### src/rtl/frame_render_pkg.sv
// rtl/frame_render_pkg.sv - shared state encoding and default geometry/colours for the frame renderer
package frame_render_pkg;

    typedef enum logic [1:0] {
        IDLE       = 2'd0,
        WAIT_SLICE = 2'd1,
        DRAW       = 2'd2,
        DONE       = 2'd3
    } render_state_t;

    localparam int DEF_SCREEN_W = 160;
    localparam int DEF_SCREEN_H = 120;

    localparam logic [2:0] DEF_CEIL_COLOUR  = 3'b001;
    localparam logic [2:0] DEF_FLOOR_COLOUR = 3'b010;

endpackage

### src/rtl/tick_edge_sync.sv
// rtl/tick_edge_sync.sv - two-flop synchroniser plus rising-edge detector for the frame tick
module tick_edge_sync (
    input  logic clk,
    input  logic rst_n,
    input  logic tick_in,
    output logic start
);

    logic sync1;
    logic sync2;
    logic prev;

    // Bring the slow tick into the clock domain and keep one delayed copy for edge detection
    always_ff @(posedge clk or negedge rst_n) begin
        if (!rst_n) begin
            sync1 <= 1'b0;
            sync2 <= 1'b0;
            prev  <= 1'b0;
        end else begin
            sync1 <= tick_in;
            sync2 <= sync1;
            prev  <= sync2;
        end
    end

    assign start = sync2 & ~prev;

endmodule

### src/rtl/frame_slice_renderer.sv
// rtl/frame_slice_renderer.sv - column-sweep renderer: one wall slice per column, one pixel per clock
module frame_slice_renderer
    import frame_render_pkg::*;
#(
    parameter int SCREEN_W    = DEF_SCREEN_W,
    parameter int SCREEN_H    = DEF_SCREEN_H,
    parameter int X_BITS      = 8,
    parameter int Y_BITS      = 7,
    parameter int COLOUR_BITS = 3,
    parameter logic [COLOUR_BITS-1:0] CEIL_COLOUR  = COLOUR_BITS'(DEF_CEIL_COLOUR),
    parameter logic [COLOUR_BITS-1:0] FLOOR_COLOUR = COLOUR_BITS'(DEF_FLOOR_COLOUR)
) (
    input  logic                   clock50MHz,
    input  logic                   resetn,
    input  logic                   frame_tick,
    input  logic                   slice_valid,
    output logic                   slice_ready,
    input  logic [Y_BITS:0]        slice_height,
    input  logic [COLOUR_BITS-1:0] slice_colour,
    output logic [X_BITS-1:0]      col_x,
    output logic [X_BITS-1:0]      X,
    output logic [Y_BITS-1:0]      Y,
    output logic [COLOUR_BITS-1:0] color_out,
    output logic                   draw_enable,
    output logic                   busy,
    output logic                   frame_done,
    output logic                   frame_overrun
);

    // One extra bit on all row arithmetic so top/bottom and y never wrap
    localparam int                YW     = Y_BITS + 1;
    localparam logic [YW-1:0]     H_LIM  = YW'(SCREEN_H);
    localparam logic [YW-1:0]     Y_LAST = YW'(SCREEN_H - 1);
    localparam logic [X_BITS-1:0] X_LAST = X_BITS'(SCREEN_W - 1);

    logic start;

    render_state_t state, state_n;
    logic [X_BITS-1:0]      col_q, col_n;
    logic [YW-1:0]          y_q, y_n;
    logic [YW-1:0]          top_q, top_n;
    logic [YW-1:0]          bot_q, bot_n;
    logic [COLOUR_BITS-1:0] wall_q, wall_n;

    logic [X_BITS-1:0]      x_out_n;
    logic [Y_BITS-1:0]      y_out_n;
    logic [COLOUR_BITS-1:0] colour_n;
    logic                   draw_n;
    logic                   done_n;
    logic                   overrun_n;

    logic [YW-1:0]          h_eff;
    logic [YW-1:0]          top_calc;
    logic [YW-1:0]          bot_calc;
    logic [COLOUR_BITS-1:0] pix_colour;

    tick_edge_sync u_tick_sync (
        .clk     (clock50MHz),
        .rst_n   (resetn),
        .tick_in (frame_tick),
        .start   (start)
    );

    // Slice geometry: clamp height to the screen and centre it vertically
    always_comb begin
        h_eff    = (slice_height > H_LIM) ? H_LIM : slice_height;
        top_calc = (H_LIM - h_eff) >> 1;
        bot_calc = top_calc + h_eff;
    end

    // Colour of the current row: ceiling, wall band, then floor
    always_comb begin
        pix_colour = FLOOR_COLOUR;
        if (y_q < top_q) begin
            pix_colour = CEIL_COLOUR;
        end else if (y_q < bot_q) begin
            pix_colour = wall_q;
        end
    end

    // Next-state and next-output logic; pixel outputs hold their last value outside DRAW
    always_comb begin
        state_n   = state;
        col_n     = col_q;
        y_n       = y_q;
        top_n     = top_q;
        bot_n     = bot_q;
        wall_n    = wall_q;
        x_out_n   = X;
        y_out_n   = Y;
        colour_n  = color_out;
        draw_n    = 1'b0;
        done_n    = 1'b0;
        overrun_n = start && (state != IDLE);

        case (state)
            IDLE: begin
                if (start) begin
                    col_n   = '0;
                    state_n = WAIT_SLICE;
                end
            end
            WAIT_SLICE: begin
                if (slice_valid) begin
                    top_n   = top_calc;
                    bot_n   = bot_calc;
                    wall_n  = slice_colour;
                    y_n     = '0;
                    state_n = DRAW;
                end
            end
            DRAW: begin
                draw_n   = 1'b1;
                x_out_n  = col_q;
                y_out_n  = y_q[Y_BITS-1:0];
                colour_n = pix_colour;
                y_n      = y_q + YW'(1);
                if (y_q == Y_LAST) begin
                    if (col_q == X_LAST) begin
                        state_n = DONE;
                    end else begin
                        col_n   = col_q + X_BITS'(1);
                        state_n = WAIT_SLICE;
                    end
                end
            end
            DONE: begin
                done_n  = 1'b1;
                col_n   = '0;
                state_n = IDLE;
            end
            default: begin
                state_n = IDLE;
            end
        endcase
    end

    // State, datapath and registered pixel outputs; reset drops everything straight to idle
    always_ff @(posedge clock50MHz or negedge resetn) begin
        if (!resetn) begin
            state         <= IDLE;
            col_q         <= '0;
            y_q           <= '0;
            top_q         <= '0;
            bot_q         <= '0;
            wall_q        <= '0;
            X             <= '0;
            Y             <= '0;
            color_out     <= '0;
            draw_enable   <= 1'b0;
            frame_done    <= 1'b0;
            frame_overrun <= 1'b0;
        end else begin
            state         <= state_n;
            col_q         <= col_n;
            y_q           <= y_n;
            top_q         <= top_n;
            bot_q         <= bot_n;
            wall_q        <= wall_n;
            X             <= x_out_n;
            Y             <= y_out_n;
            color_out     <= colour_n;
            draw_enable   <= draw_n;
            frame_done    <= done_n;
            frame_overrun <= overrun_n;
        end
    end

    assign slice_ready = (state == WAIT_SLICE);
    assign busy        = (state == WAIT_SLICE) || (state == DRAW);
    assign col_x       = col_q;

endmodule
### config.mk
export PLATFORM = sky130hd
export DESIGN_NAME = frame_slice_renderer
export DESIGN_NICKNAME = d
export VERILOG_FILES = /design/src/rtl/frame_render_pkg.sv /design/src/rtl/tick_edge_sync.sv /design/src/rtl/frame_slice_renderer.sv
export SDC_FILE = /design/constraint.sdc
export NUM_CORES = 1
export LEC_CHECK = 0
export ABC_AREA = 1
export CAP_MARGIN = 20
export CORE_MARGIN = 10
export CORE_UTILIZATION = 50
export CTS_BUF_LIST = sky130_fd_sc_hd__clkbuf_16
export DETAILED_ROUTE_END_ITERATION = 10
export GPL_TIMING_DRIVEN = 0
export HOLD_SLACK_MARGIN = 0.05
export PLACE_DENSITY = 0.72
export RECOVER_POWER = 100
export SLEW_MARGIN = 25
export SYNTH_ARGS = -nofsm -noshare
export SYNTH_HDL_FRONTEND = slang
export SYNTH_SLANG_ARGS = --single-unit
### constraint.sdc
create_clock -name clock50MHz -period 4.4 [get_ports clock50MHz]
set_input_delay 0.44 -clock clock50MHz [delete_from_list [all_inputs] [get_ports clock50MHz]]
set_output_delay 0.44 -clock clock50MHz [all_outputs]
set_load 0.02 [all_outputs]
==> results of run 1 <==
-- how the worst min path moves through the flow --
stage                                    to  slack (ns)  cells after the start
after floorplan                        X[0]        0.14                      0
after global placement    u_tick_sync.sync2        0.33                      0
after detailed placement  u_tick_sync.sync2        0.34                      0
after CTS                              X[4]        0.06                      1
after global routing      u_tick_sync.sync2        0.38                      0
final                     u_tick_sync.sync2        0.36                      0
-- synthesized netlist by cell type, drive strengths merged --
library cell / n / share of area
xnor2: 1 / 0.0026
o21a: 1 / 0.0022
o31ai: 2 / 0.0073
nand2: 118 / 0.13
conb: 1 / 0.0011
nor3b: 1 / 0.0022
nand4: 5 / 0.0091
dfrtp: 60 / 0.44
or2: 1 / 0.0018
a211oi: 2 / 0.0044
nand3b: 3 / 0.0066
clkinv: 3 / 0.0037
a21o: 2 / 0.0044
o22ai: 4 / 0.0073
nor2: 37 / 0.048
xor2: 3 / 0.0099
o211ai: 2 / 0.0044
nand3: 23 / 0.041
nor3: 6 / 0.015
inv: 62 / 0.070
a21oi: 14 / 0.023
ha: 27 / 0.099
and2: 1 / 0.0018
buf: 3 / 0.0062
o21ai: 29 / 0.048
clkbuf: 5 / 0.0055
nor4: 1 / 0.0037
-- power breakdown --
part	switching, mW	internal (mW)	total, mW
combinational	0.600	0.330	0.930
sequential	0.0943	0.709	0.803
clock	0.242	0.430	0.672
total	0.936	1.47	2.40
-- state kept, by name (all words and copies together) (netlist names), 3 cells and up --
register	count
X	8
top_q	7
y_q	8
Y	7
color_out	3
wall_q	3
bot_q	8
col_x	8
-- kinds of logic (layout without fill, tap and decap cells) --
family,after synthesis,after routing
compound gates,56,56
xor+xnor,4,4
fa+ha+maj,27,27
buf+inv,73,135
flops,60,60
other cells,1,1
simple gates,196,196
-- placed cells by master (no fill, tap or decap), drive strengths merged --
cell / instances
nand3: 23
clkinvlp: 3
a211oi: 2
dlygate4sd3: 33
xnor2: 1
inv: 61
clkinv: 7
dfrtp: 60
a21oi: 14
and2: 1
xor2: 3
nand3b: 3
o21a: 1
a21o: 2
bufinv: 1
o21ai: 29
nor3b: 1
nand2: 118
nor2: 37
nand4: 5
o22ai: 4
o31ai: 2
clkbuf: 19
conb: 1
clkdlybuf4s50: 11
or2: 1
nor3: 6
nor4: 1
o211ai: 2
ha: 27
-- routing by layer --
layer  wire [um]  up-vias  share of wire
li1            -     1445              -
met1        3270     1315           0.43
met4         106        0          0.014
met5           0        -              0
met2        3850       56           0.51
met3         380       10          0.050
-- final cells by class --
| class | count | area [sq um] |
|---|---|---|
| Buffer | 8 | 30.0 |
| Clock buffer | 9 | 225 |
| Clock inverter | 7 | 60.1 |
| Fill cell | 593 | 2530 |
| Inverter | 65 | 248 |
| Multi-Input combinational cell | 284 | 1570 |
| Sequential cell | 60 | 1500 |
| Tap cell | 80 | 100 |
| Timing Repair Buffer | 46 | 448 |
-- metrics by stage --
step | instances | worst slack [ns] | util
2_1_floorplan | 417 | 1.69 | -
3_3_place_gp | 542 | 0.974 | 0.591
3_5_place_dp | 543 | 0.904 | 0.593
4_1_cts | 559 | 1.24 | 0.636
5_1_grt | 559 | 0.740 | 0.623
6_report | 559 | 1.05 | 0.623
-- worst max-delay path: stages --
cell	delay (ns)
dlygate4sd3_1	0.58
inv_1	0.17
nand2_1	0.07
nor2_1	0.08
nand2_1	0.05
nand2_1	0.10
inv_1	0.09
nor2_1	0.18
inv_1	0.09
ha_1	0.24
or2_2	0.30
nand2_1	0.07
inv_1	0.04
ha_1	0.26
a21o_1	0.18
nand2_1	0.06
nand2_1	0.06
nand2_1	0.08
nand2_1	0.08
nand2_1	0.10
nand3b_1	0.08
nand3_1	0.09
nand2_1	0.05
==> impl_metrics.env, run 1 <==
export IMPL_cp_arrival_ns=3.56
export IMPL_endpoint="bot_q[5]"
export IMPL_end_kind="register"
export IMPL_syn_area_sq_mm=0.00342
export IMPL_yosys_area_share_adder=0.0988
export IMPL_status="finished, violations left"
export IMPL_synth_seq_cells=60
export IMPL_r2r_cells=10
export IMPL_startpoint_type="input pin"
export IMPL_synth_cell_types=41
export IMPL_p_leak_nw=2.19
export IMPL_critPathKind="input pin to register"
export IMPL_via_count=2826
export IMPL_fin_nets=516
export IMPL_relSlewSlack=-0.104
export IMPL_cts_resized=0
export IMPL_cts_sinks=60
export IMPL_syn_nets=459
export IMPL_gp_congestion=0.851
export IMPL_die_w_um=103
export IMPL_die_h_um=103
export IMPL_synthCells=417
export IMPL_grt_pass1_wl_um=12600
export IMPL_violations="max-capacitance violations, max-slew violations"
export IMPL_wirelength_um=7610
export IMPL_drtIter0Drc=108
export IMPL_cts_buffer_depth=2
export IMPL_fin_area_sq_mm=0.00419
export IMPL_cts_htree_levels=3
export IMPL_diodes=0
export IMPL_synth_compound_area_frac=0.101
export IMPL_post_cts_buffers=0
export IMPL_cts_tree="done"
export IMPL_crit_start="slice_height[7]"
export IMPL_rows=30
export IMPL_total_power_mw=2.40
export IMPL_finalSetupViolCount=0
export IMPL_avgSynthCellArea_sq_um=8.20
export IMPL_drt_wirelength_per_cell_um=13.6
export IMPL_drv_cap=2
export IMPL_worstHoldStart="u_tick_sync.sync1"
export IMPL_busiest_layer="met2"
export IMPL_synthXorXnorAreaFrac=0.0124
export IMPL_ys_warn_count=0
export IMPL_hold_violations=0
export IMPL_yosys_area_share_simple=0.263
export IMPL_clock_root_buffer="clkbuf_16"
export IMPL_track_usage=0.152
export IMPL_max_freq_mhz=298
export IMPL_ant_nets=0
export IMPL_first_pass_iters=4
export IMPL_report_final_slew_viol_count=63
export IMPL_first_global_vias=2834
export IMPL_rsz0062_at_grt="no"
export IMPL_path_max_fanout=6
export IMPL_met3_usage=0.0369
export IMPL_fin_tns_setup_ns=0
export IMPL_overflow=0
export IMPL_grt_max_degree=32
export IMPL_synth_mux_area_frac=0
export IMPL_synth_top_family_by_area="simple AND/OR/NAND/NOR gates"
export IMPL_cp_required_ns=4.61
export IMPL_core_area_sq_mm=0.00672
export IMPL_skew_ns=0.00678
export IMPL_avgViaCountPerCell=5.06
export IMPL_clk_latency_ns=0.32
export IMPL_grt_use_met1=0.165
export IMPL_fin_crit_ns=3.35
export IMPL_worst_slew_pin_transition_ns=1.66
export IMPL_dpl_cell_area_sq_mm=0.00399
export IMPL_die_area_sq_mm=0.0105
export IMPL_met2_usage=0.268
export IMPL_r2r_end="y_q[4]"
export IMPL_hpwl_um=5800
export IMPL_ioPinCount=46
export IMPL_grt_antenna_before_repair=0
export IMPL_clk_pin_slew_ns=0.05
export IMPL_cts_buffers=9
export IMPL_r2r_setup_slack_ns=1.29
export IMPL_cellPowerDensity_mw_per_mm2=574
export IMPL_cts_hold_buffers=0
export IMPL_reg2reg_from="state[0]"
export IMPL_ir_drop_uv=293
export IMPL_hold_slack_ns=0.357
export IMPL_ys_seq_area_frac=0.439
export IMPL_area_growth_pct=22.4
export IMPL_io_buffers=45
export IMPL_drc=0
export IMPL_start_util=0.509
export IMPL_hp_class="register to register"
export IMPL_drive_gt1_frac=0.0793
export IMPL_fin_crit_sh=0.762
(Power assumes the default switching activity.)
==> inputs of run 2 (changes only) <==
- PLACE_DENSITY: 0.72 -> 0.75
- clock period: 4.4 -> 2.83 ns (I/O delays scaled with it)
==> run 2 against run 1 <==
  * The run still ends with max-capacitance violations, max-slew violations left
  * Sequential cell count unchanged
  * Final area up 4.3%
  * Sequential power is 56% higher
  * Via count increased by 3.9%
  * Hold slack gained 0.0072 ns
  * First-iteration DRC count is 6.5% lower
  * Non-clock buffer count up 11
  * Routed wire length rose by 2.7%
  * Critical path type is now register to register
  * Largest power group unchanged
==> impl_metrics.env, run 2 (synthesis results as in run 1) <==
export IMPL_status="finished, violations left"
export IMPL_violations="max-capacitance violations, max-slew violations"
export IMPL_fin_tns_setup_ns=0
export IMPL_fin_nets=527
export IMPL_die_w_um=103
export IMPL_startpoint_type="register"
export IMPL_clk_pin_slew_ns=0.05
export IMPL_area_growth_pct=27.7
export IMPL_p_seq_frac=0.329
export IMPL_p_clk_frac=0.279
export IMPL_grt_pass1_wl_um=13000
export IMPL_cellPowerDensity_mw_per_mm2=874
export IMPL_avgViaCountPerCell=5.15
export IMPL_finalSetupViolCount=0
export IMPL_power_switching_mw=1.50
export IMPL_ioPinCount=46
export IMPL_wirelength_um=7810
export IMPL_path_max_fanout=9
export IMPL_drtIter0Drc=101
export IMPL_drv_cap=1
export IMPL_cts_buffer_depth=2
export IMPL_first_global_vias=2888
export IMPL_first_pass_iters=4
export IMPL_cp_required_ns=3.02
export IMPL_skew_ns=0.00588
export IMPL_hold_slack_ns=0.364
export IMPL_io_buffers=45
export IMPL_drt_wirelength_per_cell_um=13.7
export IMPL_ant_nets=0
export IMPL_ir_drop_uv=412
export IMPL_gp_congestion=0.864
export IMPL_swShare=0.392
export IMPL_core_area_sq_mm=0.00672
export IMPL_place_inst=543
export IMPL_worst_slew_pin_transition_ns=1.62
export IMPL_clock_root_buffer="clkbuf_16"
export IMPL_overflow=0
export IMPL_instances_no_fill=570
export IMPL_die_h_um=103
export IMPL_max_freq_mhz=382
export IMPL_rsz0062_at_grt="no"
export IMPL_cp_arrival_ns=2.81
export IMPL_drc=0
export IMPL_start_util=0.509
export IMPL_via_count=2936
export IMPL_rows=30
export IMPL_report_final_slew_viol_count=29
export IMPL_critPathKind="register to register"
export IMPL_fin_crit_ns=2.62
export IMPL_hpwl_um=5740
export IMPL_total_power_mw=3.81
export IMPL_end_kind="register"
export IMPL_cell_internal_pwr_mw=2.32
export IMPL_cts_tree="done"
export IMPL_p_leak_nw=2.29
export IMPL_diodes=0
export IMPL_track_usage=0.157
export IMPL_clk_latency_ns=0.33
export IMPL_mostFrequentLayoutCell="nand2_1"
export IMPL_final_cell_mix="nand2_1, dfrtp_1, inv_1, nor2_1, dlygate4sd3_1"
export IMPL_cts_htree_levels=3
export IMPL_grt_max_degree=33
export IMPL_die_area_sq_mm=0.0105
export IMPL_comb_power_share=0.393
export IMPL_hp_class="register to register"
export IMPL_relSlewSlack=-0.0818
export IMPL_grt_antenna_before_repair=0
export IMPL_cts_sinks=60
export IMPL_hold_violations=0
export IMPL_cts_buffers=9
export IMPL_drive_gt1_frac=0.135
export IMPL_fin_crit_sh=0.925
[run 2: changes by cell type in the layout (fill, tap and decap cells not counted), moves of 4 or more]
cell	delta
dlygate4sd2_1	+4
nand2_1	-6
clkdlybuf4s50_1	-7
dlymetal6s2s_1	+4
nand2_2	+6
inv_1	-4
buf_4	+10
[run 2: what timing repair did]
| item | in CTS | in global routing |
|---|---|---|
| pin swaps | 2 | 9 |
| gates cloned | 0 | 0 |
| endpoints found under the setup margin | 4 | 5 |
| hold buffers | 1 | 0 |
| hold endpoints to repair | 28 | 0 |
| setup buffers | 6 | 4 |
| gates resized for setup | 8 | 13 |
[run 2: cell type report]
| class | count | area [sq um] |
|---|---|---|
| clock inverters | 7 | 67.6 |
| well taps | 80 | 100 |
| plain buffers | 8 | 37.5 |
| fillers | 573 | 2350 |
| inverters | 65 | 249 |
| multi-input cells | 284 | 1630 |
| repair buffers | 57 | 554 |
| clock buffers | 9 | 225 |
| flip-flops and latches | 60 | 1500 |
[run 2: path summary, 6_finish.rpt]
kind                              startpoint                 to  slack (ns)  depth (start not counted)
max                                 state[0]           col_x[5]        0.21                         11
min                        u_tick_sync.sync1  u_tick_sync.sync2        0.36                          0
max reg2reg                         state[0]           col_x[5]        0.21                         11
min reg2reg                u_tick_sync.sync1  u_tick_sync.sync2        0.36                          0
max in group asynchronous             resetn             y_q[2]        0.97                          2
min in group asynchronous             resetn               X[2]        0.91                          2
[run 2: power groups by stage]
stage               clock, mW  combinational, mW  sequential (mW)
floorplan                   0              0.962             1.34
global placement            0               1.55             1.26
detailed placement          0               1.60             1.27
CTS                      1.08               1.63             1.26
global route             1.12               1.70             1.29
finish                   1.06               1.50             1.25
[run 2: stage by stage]
step | setup WS, ns | area (sq um) | utilization
2_1_floorplan | 0.279 | 3420 | -
3_3_place_gp | -0.432 | 3970 | 0.591
3_5_place_dp | -0.481 | 3990 | 0.593
4_1_cts | 0.0120 | 4340 | 0.646
5_1_grt | 0.0171 | 4370 | 0.650
6_report | 0.213 | 4370 | 0.650
[run 2: critical path, stage by stage (launching register included)]
cell and delay, ns:
dfrtp_1 0.39, inv_1 0.09, ha_1 0.23, buf_6 0.16, nand2_1 0.09, nor2_1 0.06
nand3_2 0.09, nand2_1 0.05, nor2_1 0.50, clkinvlp_2 0.54, nand2_1 0.20, o31ai_2 0.09
[run 2: routing by layer]
layer,vias up,track usage,share of wire
li1,1478,-,-
met1,1387,0.172,0.43
met2,57,0.276,0.50
met3,14,0.0402,0.052
met4,0,0.0727,0.022
met5,-,0,0
==> inputs of run 3 (changes only) <==
- CTS_CLUSTER_DIAMETER: default -> 100
- PLACE_DENSITY: 0.75 -> 0.72
- clock period: 2.83 -> 3.4 ns (I/O delays scaled with it)
==> run 3 against run 2 <==
  * Non-clock buffer count fell by 10
  * Largest cell class unchanged
  * The flow still finishes with violations (max-capacitance violations, max-slew violations)
  * Combinational power fell by 19%
  * Routed wire length fell by 2.2%
  * Largest power group unchanged
==> impl_metrics.env, run 3 (synthesis results as in run 1) <==
export IMPL_drv_cap=1
export IMPL_cellPowerDensity_mw_per_mm2=742
export IMPL_finalSetupViolCount=0
export IMPL_max_freq_mhz=323
export IMPL_place_ws_ns=0.00361
export IMPL_drive_gt1_frac=0.0833
export IMPL_dpl_cell_area_sq_mm=0.00399
export IMPL_p_leak_nw=2.20
export IMPL_hold_slack_ns=0.358
export IMPL_ioPinCount=46
export IMPL_post_cts_buffers=0
export IMPL_cts_tree="done"
export IMPL_cpMostUsedCell="nand2_1"
export IMPL_r2r_setup_slack_ns=0.62
export IMPL_cp_top_family="simple AND/OR/NAND/NOR gates"
export IMPL_start_util=0.509
export IMPL_diodes=0
export IMPL_total_power_mw=3.12
export IMPL_fin_area_sq_mm=0.00420
export IMPL_die_area_sq_mm=0.0105
export IMPL_cp_required_ns=3.61
export IMPL_n_fill_cell=590
export IMPL_ant_nets=0
export IMPL_die_h_um=103
export IMPL_ir_drop_uv=380
export IMPL_first_global_vias=2843
export IMPL_report_final_slew_viol_count=32
export IMPL_max_stage_delay_ns=0.56
export IMPL_instances_no_fill=560
export IMPL_hold_violations=0
export IMPL_reg2reg_from="state[0]"
export IMPL_hpwl_um=5800
export IMPL_path_max_fanout=5
export IMPL_rows=30
export IMPL_end_kind="register"
export IMPL_grt_pass1_wl_um=12700
export IMPL_critPathKind="input pin to register"
export IMPL_first_pass_iters=4
export IMPL_mostFrequentLayoutCell="nand2_1"
export IMPL_overflow=0
export IMPL_cp_depth=22
export IMPL_drt_wirelength_per_cell_um=13.6
export IMPL_cp_arrival_ns=3.31
export IMPL_final_cell_mix="nand2_1, dfrtp_1, inv_1, nor2_1, dlygate4sd3_1"
export IMPL_r2r_end="y_q[4]"
export IMPL_relSlewSlack=-0.104
export IMPL_drtIter0Drc=92
export IMPL_hp_class="register to register"
export IMPL_core_area_sq_mm=0.00672
export IMPL_cp_slowest_cell="clkdlybuf4s50_1"
export IMPL_r2r_cells=10
export IMPL_cts_sinks=60
export IMPL_status="finished, violations left"
export IMPL_track_usage=0.152
export IMPL_place_inst=543
export IMPL_cts_resized=0
export IMPL_path_cells="clkdlybuf4s50_1 > nand2_1 > nor2_1 > nand2_1 > nand2_1 > inv_1 > nor2_1 > inv_1 > ha_1 > or2_2 > nand2_1 > inv_1 > ha_1 > a21o_1 > nand2_1 > nand2_1 > nand2_1 > nand2_1 > nand2_1 > nand3b_1 > nand3_1 > nand2_1"
export IMPL_finish_utilization=0.625
export IMPL_skew_ns=0.00594
export IMPL_cts_buffer_depth=2
export IMPL_grt_max_degree=32
export IMPL_cts_buffers=9
export IMPL_rsz0062_at_grt="no"
export IMPL_worst_slew_pin_transition_ns=1.66
export IMPL_io_buffers=45
export IMPL_area_growth_pct=22.8
export IMPL_worst_slack_ns=0.305
export IMPL_grt_antenna_before_repair=0
export IMPL_fin_crit_sh=0.910
export IMPL_violations="max-capacitance violations, max-slew violations"
export IMPL_crit_buf_inv=4
export IMPL_cts_htree_levels=3
export IMPL_clock_root_buffer="clkbuf_16"
export IMPL_clk_pin_slew_ns=0.05
export IMPL_worstHoldPathCells=0
export IMPL_worstHoldEndpoint="u_tick_sync.sync2"
export IMPL_die_w_um=103
export IMPL_wirelength_um=7640
export IMPL_startpoint_type="input pin"
export IMPL_fin_crit_ns=3.09
export IMPL_worstHoldStart="u_tick_sync.sync1"
export IMPL_avgViaCountPerCell=5.08
export IMPL_via_count=2842
export IMPL_gp_congestion=0.851
export IMPL_clk_latency_ns=0.32
export IMPL_drc=0
export IMPL_fin_nets=517
export IMPL_fin_tns_setup_ns=0
export IMPL_cts_hold_buffers=1
==> run 3: changes by cell type in the layout (fill, tap and decap cells not counted), sizes merged <==
cell           previous run  this run
clkdlybuf4s50             4        12
buf                      12         0
clkbuf                   17        19
dlygate4sd2               4         0
dlymetal6s2s              4         0
clkinvlp                  3         2
clkinv                    8         7
inv                      60        62
==> run 3: cell type report <==
| cell class | count | area [sq um] | area share |
|---|---|---|---|
| plain buffers | 8 | 30.0 | 0.00715 |
| multi-input cells | 284 | 1570 | 0.375 |
| repair buffers | 47 | 459 | 0.109 |
| clock buffers | 9 | 225 | 0.0536 |
| flip-flops and latches | 60 | 1500 | 0.358 |
| clock inverters | 7 | 60.1 | 0.0143 |
| inverters | 65 | 249 | 0.0593 |
| well taps | 80 | 100 | 0.0238 |
==> run 3: per-layer routing <==
| metal | part of all wire | vias up | wire (um) | track usage |
|---|---|---|---|---|
| li1 | - | 1447 | - | - |
| met1 | 0.42 | 1320 | 3210 | 0.165 |
| met2 | 0.51 | 63 | 3890 | 0.269 |
| met3 | 0.054 | 12 | 412 | 0.0375 |
| met4 | 0.017 | 0 | 131 | 0.0759 |
| met5 | 0 | - | 0 | 0 |
==> run 3: how the worst max path moves through the flow <==
| stage | slack [ns] | start | end |
|---|---|---|---|
| 3_5_place_dp | 0.004 | slice_height[3] | bot_q[5] |
| 5_1_grt | 0.02 | slice_height[7] | bot_q[5] |
| 3_3_place_gp | 0.07 | slice_height[7] | bot_q[5] |
| 4_1_cts | 0.34 | slice_height[3] | bot_q[5] |
| 6_report | 0.31 | slice_height[3] | bot_q[5] |
| 2_1_floorplan | 0.79 | slice_height[1] | bot_q[5] |
==> run 3: where the power goes <==
group	switching, mW	leakage, nW	internal [mW]
combinational	0.780	1.26	0.430
clock	0.310	0.148	0.557
sequential	0.123	0.792	0.917
